===== config.mk =====
export PLATFORM = sky130hd
export DESIGN_NAME = wrt_ptr_ctrl_level
export DESIGN_NICKNAME = d
export VERILOG_FILES = /design/src/rtl/fifo_ptr_pkg.sv /design/src/rtl/gray2bin_conv.sv /design/src/rtl/wrt_ptr_ctrl_level.sv
export SDC_FILE = /design/constraint.sdc
export NUM_CORES = 1
export LEC_CHECK = 0
export CAP_MARGIN = 20
export CORE_MARGIN = 2
export CORE_UTILIZATION = 40
export DETAILED_ROUTE_END_ITERATION = 8
export PLACE_DENSITY = 0.78
export SLEW_MARGIN = 20
export SYNTH_ARGS = -nofsm -noshare
export SYNTH_HDL_FRONTEND = slang
export SYNTH_SLANG_ARGS = --single-unit

===== constraint.sdc =====
create_clock -name wrt_clk -period 3.7 [get_ports wrt_clk]
set_input_delay 0.74 -clock wrt_clk [delete_from_list [all_inputs] [get_ports wrt_clk]]
set_output_delay 0.74 -clock wrt_clk [all_outputs]
set_load 0.01 [all_outputs]

===== src/rtl/fifo_ptr_pkg.sv =====
// Shared pointer helpers for the asynchronous FIFO pointer controllers.
// Contents:
//   MAX_PTR_W  - widest pointer the helpers handle
//   depth_of   - number of RAM words for a given address width
//   bin2gray   - binary to reflected Gray code
//   gray2bin   - reflected Gray code to binary (MSB-down XOR prefix)
// The conversion functions take zero-extended operands. The Gray mapping of a
// zero-extended value equals the zero-extended Gray value, so one function
// serves every pointer width up to MAX_PTR_W.
package fifo_ptr_pkg;

  localparam int MAX_PTR_W = 32;

  function automatic int depth_of(input int addr_size);
    return 1 << addr_size;
  endfunction

  function automatic logic [MAX_PTR_W-1:0] bin2gray(input logic [MAX_PTR_W-1:0] b);
    return b ^ (b >> 1);
  endfunction

  function automatic logic [MAX_PTR_W-1:0] gray2bin(input logic [MAX_PTR_W-1:0] g);
    logic [MAX_PTR_W-1:0] b;
    b[MAX_PTR_W-1] = g[MAX_PTR_W-1];
    for (int i = MAX_PTR_W - 2; i >= 0; i--) begin
      b[i] = b[i+1] ^ g[i];
    end
    return b;
  endfunction

endpackage


===== src/rtl/gray2bin_conv.sv =====
// Combinational Gray-to-binary converter.
// Ports:
//   gray [WIDTH-1:0]  Gray-coded input
//   bin  [WIDTH-1:0]  binary equivalent; each bit is the XOR of all Gray bits
//                     at and above its position
module gray2bin_conv #(
  parameter int WIDTH = 5
) (
  input  logic [WIDTH-1:0] gray,
  output logic [WIDTH-1:0] bin
);

  always_comb begin
    bin = '0;
    bin[WIDTH-1] = gray[WIDTH-1];
    for (int i = WIDTH - 2; i >= 0; i--) begin
      bin[i] = bin[i+1] ^ gray[i];
    end
  end

endmodule


===== src/rtl/wrt_ptr_ctrl_level.sv =====
// Write-side pointer controller for the asynchronous FIFO (write clock domain).
// Keeps the binary/Gray write pointers, drives the RAM write port, and
// produces registered full, fill level, almost-full and sticky overflow.
// Ports:
//   wrt_clk, wrt_rst     clock, synchronous active-high reset
//   wrt_inc              write request
//   sync_rd_ptr          Gray read pointer already synchronised into wrt_clk
//   af_thresh            almost-full threshold in words (quasi-static)
//   ovf_clr              clears the sticky overflow flag
//   wrt_accept           RAM write enable (combinational)
//   wrt_addr             RAM write address
//   wrt_ptr              registered Gray write pointer, to the synchroniser
//   wrt_full             registered full
//   wrt_almost_full      registered level >= af_thresh
//   wrt_level            registered occupancy, 0..DEPTH
//   wrt_ovf              sticky overflow
// Handshake: wrt_inc is the request (valid) and ~wrt_full the ready; a write
// transfers exactly on cycles where wrt_accept = wrt_inc & ~wrt_full is high,
// and a request while full is dropped and flagged in wrt_ovf.
module wrt_ptr_ctrl_level
  import fifo_ptr_pkg::*;
#(
  parameter int ADDR_SIZE = 4
) (
  input  logic                 wrt_clk,
  input  logic                 wrt_rst,
  input  logic                 wrt_inc,
  input  logic [ADDR_SIZE:0]   sync_rd_ptr,
  input  logic [ADDR_SIZE:0]   af_thresh,
  input  logic                 ovf_clr,
  output logic                 wrt_accept,
  output logic [ADDR_SIZE-1:0] wrt_addr,
  output logic [ADDR_SIZE:0]   wrt_ptr,
  output logic                 wrt_full,
  output logic                 wrt_almost_full,
  output logic [ADDR_SIZE:0]   wrt_level,
  output logic                 wrt_ovf
);

  localparam int PW = ADDR_SIZE + 1;

  logic [PW-1:0] wrt_bin;
  logic [PW-1:0] bin_nxt;
  logic [PW-1:0] gray_nxt;
  logic [PW-1:0] rd_bin;
  logic [PW-1:0] rd_full_cmp;
  logic [PW-1:0] level_nxt;
  logic          full_nxt;
  logic          af_nxt;

  assign wrt_accept = wrt_inc & ~wrt_full;
  assign wrt_addr   = wrt_bin[ADDR_SIZE-1:0];

  assign bin_nxt  = wrt_bin + PW'(wrt_accept);
  assign gray_nxt = bin_nxt ^ (bin_nxt >> 1);

  // Full when the write pointer is exactly one lap ahead of the read pointer:
  // in Gray code that is the read pointer with its top two bits inverted.
  assign rd_full_cmp = {~sync_rd_ptr[ADDR_SIZE:ADDR_SIZE-1], sync_rd_ptr[ADDR_SIZE-2:0]};
  assign full_nxt    = (gray_nxt == rd_full_cmp);

  gray2bin_conv #(
    .WIDTH(PW)
  ) u_rd_g2b (
    .gray(sync_rd_ptr),
    .bin (rd_bin)
  );

  // Modular difference is exact because the pointers are never more than
  // DEPTH apart; it lags real occupancy by the synchroniser latency.
  assign level_nxt = bin_nxt - rd_bin;
  assign af_nxt    = (level_nxt >= af_thresh);

  always_ff @(posedge wrt_clk) begin
    if (wrt_rst) begin
      wrt_bin         <= '0;
      wrt_ptr         <= '0;
      wrt_full        <= 1'b0;
      wrt_almost_full <= 1'b0;
      wrt_level       <= '0;
      wrt_ovf         <= 1'b0;
    end else begin
      wrt_bin         <= bin_nxt;
      wrt_ptr         <= gray_nxt;
      wrt_full        <= full_nxt;
      wrt_almost_full <= af_nxt;
      wrt_level       <= level_nxt;
      // A dropped write sets the flag even if a clear arrives with it.
      if (wrt_inc && wrt_full) begin
        wrt_ovf <= 1'b1;
      end else if (ovf_clr) begin
        wrt_ovf <= 1'b0;
      end
    end
  end

endmodule


==> run_results.csv, run 1 <==
group,metric,value,unit
status,outcome,"completed",
critical_path,timing.critical_path.slowest_stage_cell,"clkdlybuf4s50_1",
floorplanning,die_area,0.00271,sq mm
floorplanning,rows,17,
sta,fin_skew,0.00620,ns
synthesis,synth-edff-count,0,
drt,antenna_left,0,
place,dp.cells,158,
clocking,cts.repair.resized,0,
pwr,leakagePower,0.000572,uW
sta,hold_violations,0,
final_layout,nets,161,
pwr,p_sw,164,uW
floorplanning,dieHeight,52.0,um
critical_path,rrSetupSlack,1.06,ns
critical_path,startpoint_type,"input pin",
critical_path,cp_top_family,"XOR/XNOR gates",
sta,fin_tns_setup,0,ns
critical_path,worstReg2RegEnd,"wrt_almost_full$_SDFF_PP0_",
sta,period_share,92.9,%
drt,routed_wl,1790,um
clocking,htreeDepth,1,
place,post_dp_cell_area,0.00128,sq mm
critical_path,r2r-start,"wrt_full$_SDFF_PP0_",
floorplanning,core_region_area,0.00219,sq mm
critical_path,cp.depth,14,
clocking,cts_setup_buffers,0,
synthesis,synthArstFlopShare,0,%
floorplanning,start_util,42.1,%
place,gp_congestion,0.729,
grt,antenna_found_initial,0,
pwr,share_comb_of_total_power,41.3,%
final_layout,final_util,59.7,%
synthesis,synth.distinct_cells,19,
hold_path,hold_path_class,"flop to flop",
run,max_cap_violations,0,
final_layout,antenna_cells,0,
place,io_buffers,31,
drt,dr.first_iter.drc_count,3,
clocking,insertion_delay,0.29,ns
synthesis,synth_top_area_share,36.9,%
floorplanning,die_w,52.0,um
drt,wl_per_cell,11.1,um
pwr,ir_drop,0.254,mV
synthesis,ys_seq_elements,17,
synthesis,synth_top_area_cell,"dfxtp_1",
sta,worst_pin_slew,0.613,ns
pwr,clockPowerShare,18.6,%
critical_path,setup.worst_path.end,"wrt_almost_full$_SDFF_PP0_",
place,hpwl,1510,um
floorplanning,ios,32,
grt,grt_max_degree,18,
pwr,switching_share,30.9,%
drt,vias_per_cell,4.69,
sta,rsz0062_at_grt,"false",
final_layout,syn_to_final_growth,41.6,%
final_layout,stdcell_area,0.00131,sq mm
critical_path,critPathCaptureType,"flop",
pwr,powerDensity,405,mW/mm^2
final_layout,n_fill_cell,203,
grt,grt_overflow_total,0,
synthesis,synth_cells,98,
synthesis,synth_ff_type,"dfxtp_1",
clocking,numCtsBuffers,3,
sta,holdWs,0.493,ns
drt,via_count,759,
sta,slew_headroom,59.0,%
synthesis,ys_seq_area_share,36.9,%
grt,gr-usage-all-layers,15.8,%
grt,grt_pass1_wl,3070,um
final_layout,fin_cells,162,
clocking,cts.clk_slew.worst_paths,0.10,ns
sta,finalSetupViolations,0,
synthesis,synthesis.nets,124,
grt,grt_pass1_vias,716,
synthesis,synth_area_leaders,"dfxtp_1 (37%), ha_1 (15%), xnor2_1 (10%)",
synthesis,yosys_warnings,0,
clocking,cts-hold-fix-buffers,0,
clocking,root_buffer,"clkbuf_4",
pwr,power_frac_seq,40.0,%
critical_path,path_max_fanout,3,
synthesis,yosys.cell_count.top_type,"dfxtp_1",
synthesis,synth_area,923,sq um
clocking,clock_sinks,17,
critical_path,path_class,"input pin to flop",
synthesis,synth_common_cells,"dfxtp_1 (17), nor2_1 (14), ha_1 (11), inv_1 (11), xnor2_1 (11)",
critical_path,crit_chain,"clkdlybuf4s50_1, xnor2_1, xor2_1, xor2_1, xnor2_1, ha_1, fa_1, inv_1, a21o_1, a21oi_1, xnor2_1, ha_1, nor2_1, a211oi_1",
pwr,power.internal,366,uW
critical_path,cpMostUsedCell,"xnor2_1",
sta,fmax,291,MHz
critical_path,arrival,3.60,ns
clocking,cts_tree,"built",
drt,firstDrtPassIters,5,
final_layout,final_layout_size_suffix_gt1_share,6.72,%
critical_path,crit_required,3.86,ns
critical_path,critPathLaunch,"sync_rd_ptr[4]",
critical_path,cp_num_buf_inv,2,
clocking,clockBufferDepth,2,
synthesis,syn-mean-instance-area,9.42,sq um
drt,drc,0,
critical_path,slowest_delay,0.45,ns
sta,min_period,3.44,ns
critical_path,worst_r2r_path_depth,12,
sta,final_max_slew_viol_count,0,
worst min-delay path, cell delays in order, from the launching register on:
cell	delay, ns
dfxtp_1	0.34
nand2_1	0.05
a21oi_1	0.06
power groups by stage:
stage	combinational, uW	sequential (uW)	clock, uW
6_report	219	212	98.7
5_1_grt	249	215	112
4_1_cts	224	213	103
3_5_place_dp	222	217	0
3_3_place_gp	215	216	0
2_1_floorplan	123	228	0
routing by layer:
metal	up-vias	part of all wire, %	global-route usage [%]	wire [um]
li1	382	-	-	-
met1	353	38	18.8	681
met2	20	55	26.4	987
met3	4	4.2	2.59	75
met4	0	2.6	9.21	46
met5	-	0	0	0
worst min path at each step:
stage                                    start                    to  slack [ns]  cells after the start
after floorplan           wrt_ovf$_SDFFE_PP0P_  wrt_ovf$_SDFFE_PP0P_        0.48                      2
after global placement    wrt_ovf$_SDFFE_PP0P_  wrt_ovf$_SDFFE_PP0P_        0.45                      2
after detailed placement   wrt_full$_SDFF_PP0_  wrt_ovf$_SDFFE_PP0P_        0.48                      2
after CTS                  wrt_full$_SDFF_PP0_  wrt_ovf$_SDFFE_PP0P_        0.50                      2
after global routing       wrt_full$_SDFF_PP0_  wrt_ovf$_SDFFE_PP0P_        0.54                      2
final                      wrt_full$_SDFF_PP0_  wrt_ovf$_SDFFE_PP0P_        0.49                      2
metrics by stage:
step / total power [uW] / setup WS [ns]
detailed placement: 439 / -0.0573
floorplan: 351 / 0.672
finish: 529 / 0.264
CTS: 539 / 0.241
global placement: 431 / 0.0122
global route: 576 / 0.0171
cell type report:
type	count	area, sq um	share of cell area (%)
multi-input combinational	69	538	41.1
sequential	17	340	26.0
timing repair buffer	33	325	24.9
inverter	11	41.3	3.16
tap	28	35.0	2.68
clock buffer	3	22.5	1.72
clock inverter	1	5.00	0.383
registers in the layout, indices dropped and copies added (netlist names):
name,cells
wrt_level,5
wrt_bin,4
wrt_full,1
wrt_almost_full,1
wrt_ovf,1
wrt_ptr,5
kinds of logic after synthesis:
kind of cell	after synthesis	share of synthesized area (%)
compound gates	10	7.32
xor+xnor	19	19.6
fa+ha+maj	12	17.1
buf+inv	12	4.88
flops	17	36.9
simple gates	28	14.2
placed cells by master, fill, tap and decap left out:
cell and count:
clkbuf_4 3, xor2_1 6, a21oi_1 5, fa_1 1
dfxtp_1 17, o21ai_0 1, xor2_2 2, a21o_1 2
inv_1 11, nand2b_1 2, nor2b_1 6, buf_4 2
nand3_1 3, clkdlybuf4s50_1 31, a211oi_1 1, nand2_1 2
nor2_1 14, ha_1 11, or3_1 1, clkinv_2 1
a2111oi_2 1, xnor2_1 11
(Power assumes the default switching activity.)
==> run 2, diff against run 1 <==
- CORE_UTILIZATION: 40 -> 44
- PLACE_DENSITY: 0.78 -> 0.84
==> run 2 against run 1 <==
  * Non-clock buffer count did not move
  * Clock skew is 0.0030 ns lower
  * Flip-flop and latch count stayed put
  * Combinational power barely moved
  * Setup slack worse by 0.0076 ns
  * Critical endpoint unchanged
  * Clock power decreased by 2.6%
  * Register-to-register slack about the same
==> run_results.csv, run 2 (synthesis results as in run 1) <==
group,metric,value,unit
floorplanning,die_area,0.00248,sq mm
clocking,clockBufferDepth,2,
final_layout,syn_to_final_growth,42.1,%
floorplanning,die_w,49.8,um
final_layout,mostFrequentLayoutCell,"clkdlybuf4s50_1",
grt,grt_pass1_vias,746,
drt,drc,0,
sta,holdWs,0.480,ns
sta,slew_headroom,59.1,%
sta,finalSetupViolations,0,
clocking,numCtsBuffers,3,
critical_path,path_max_fanout,3,
place,post_dp_cell_area,0.00128,sq mm
final_layout,multi_input_area,546,sq um
final_layout,final_util,66.9,%
floorplanning,start_util,47.1,%
clocking,cts.clk_slew.worst_paths,0.09,ns
critical_path,slowest_delay,0.51,ns
pwr,powerDensity,405,mW/mm^2
drt,routed_wl,1770,um
final_layout,reg_top3,"wrt_level (5), wrt_ptr (5), wrt_bin (4)",
critical_path,crit_required,3.85,ns
grt,gr-usage-all-layers,16.3,%
grt,grt_pass1_wl,3080,um
sta,rsz0062_at_grt,"false",
sta,min_period,3.44,ns
floorplanning,rows,16,
run,max_cap_violations,0,
drt,wl_per_cell,11.0,um
floorplanning,dieHeight,49.8,um
sta,hold_violations,0,
critical_path,crit_chain,"clkdlybuf4s50_1, xnor2_1, xor2_1, xor2_2, xnor2_1, ha_1, fa_1, inv_1, ha_1, a21oi_1, nor2b_1, o21ai_0, a211oi_1",
final_layout,antenna_cells,0,
final_layout,fin_cells,161,
sta,period_share,93.1,%
sta,fmax,290,MHz
final_layout,nets,161,
final_layout,n_fill_cell,185,
place,dp.cells,157,
final_layout,regArea,340,sq um
drt,firstDrtPassIters,3,
sta,fin_tns_setup,0,ns
critical_path,startpoint_type,"input pin",
clocking,clock_sinks,17,
final_layout,final_layout_size_suffix_gt1_share,6.72,%
pwr,leakagePower,0.000570,uW
clocking,cts_tree,"built",
critical_path,timing.critical_path.slowest_stage_cell,"fa_1",
sta,fin_skew,0.00322,ns
drt,antenna_left,0,
clocking,root_buffer,"clkbuf_4",
pwr,ir_drop,0.248,mV
floorplanning,ios,32,
hold_path,hold_path_class,"flop to flop",
clocking,insertion_delay,0.28,ns
sta,final_max_slew_viol_count,0,
place,io_buffers,31,
grt,antenna_found_initial,0,
clocking,htreeDepth,1,
critical_path,critPathCaptureType,"flop",
grt,grt_max_degree,18,
place,hpwl,1450,um
drt,via_count,740,
drt,dr.first_iter.drc_count,8,
final_layout,final_cell_mix,"clkdlybuf4s50_1 (31), dfxtp_1 (17), nor2_1 (14)",
place,gp_congestion,0.720,
floorplanning,core_region_area,0.00196,sq mm
grt,grt_overflow_total,0,
final_layout,stdcell_area,0.00131,sq mm
sta,worst_pin_slew,0.612,ns
critical_path,path_class,"input pin to flop",
drt,vias_per_cell,4.60,
status,outcome,"completed",
critical_path,arrival,3.59,ns
==> run 2: metal layers <==
| metal | up-vias | part of all wire, % | global-route usage, % |
|---|---|---|---|
| met4 | 0 | 1.9 | 9.72 |
| li1 | 385 | - | - |
| met5 | - | 0 | 0 |
| met2 | 19 | 54 | 30.2 |
| met1 | 334 | 39 | 17.6 |
| met3 | 2 | 4.8 | 1.82 |
==> run 2: worst paths after layout <==
| check | slack (ns) | endpoint | depth (start not counted) | start |
|---|---|---|---|---|
| worst max-delay path | 0.26 | wrt_almost_full$_SDFF_PP0_ | 13 | sync_rd_ptr[4] |
| worst min-delay path | 0.48 | wrt_ovf$_SDFFE_PP0P_ | 2 | wrt_full$_SDFF_PP0_ |
| worst max register to register | 1.07 | wrt_almost_full$_SDFF_PP0_ | 11 | wrt_full$_SDFF_PP0_ |
| worst min register to register | 0.48 | wrt_ovf$_SDFFE_PP0P_ | 2 | wrt_full$_SDFF_PP0_ |
==> run 2: timing repair <==
action	CTS	global route
hold buffers	0	0
setup endpoints to repair	0	1
setup buffers	0	0
gates resized for setup	0	1
==> run 2: cell type report <==
class	instances	area share [%]
Multi-Input combinational cell	69	41.6
Sequential cell	17	25.9
Timing Repair Buffer	33	24.8
Inverter	11	3.15
Tap cell	27	2.57
Clock buffer	4	2.00
==> run 2: stage by stage <==
stage | setup slack [ns] | total power [uW]
2_1_floorplan | 0.672 | 351
3_3_place_gp | 0.0165 | 431
3_5_place_dp | -0.0791 | 440
4_1_cts | 0.209 | 538
5_1_grt | 0.0251 | 576
6_report | 0.256 | 531
==> run 2: critical path: cells and delay by family <==
| kind | cells | cell delay [ns] |
|---|---|---|
| XOR/XNOR | 4 | 0.94 |
| buffers and inverters | 2 | 0.50 |
| adder cells (fa/ha/maj) | 3 | 0.98 |
| AND/OR/NAND/NOR | 1 | 0.06 |
| AO/OA/AOI/OAI | 3 | 0.40 |
==> run 2: power by group <==
part | internal (uW) | switching [uW] | total [uW]
clock network | 41.9 | 54.2 | 96.1
logic | 122 | 101 | 222
registers | 205 | 7.28 | 213
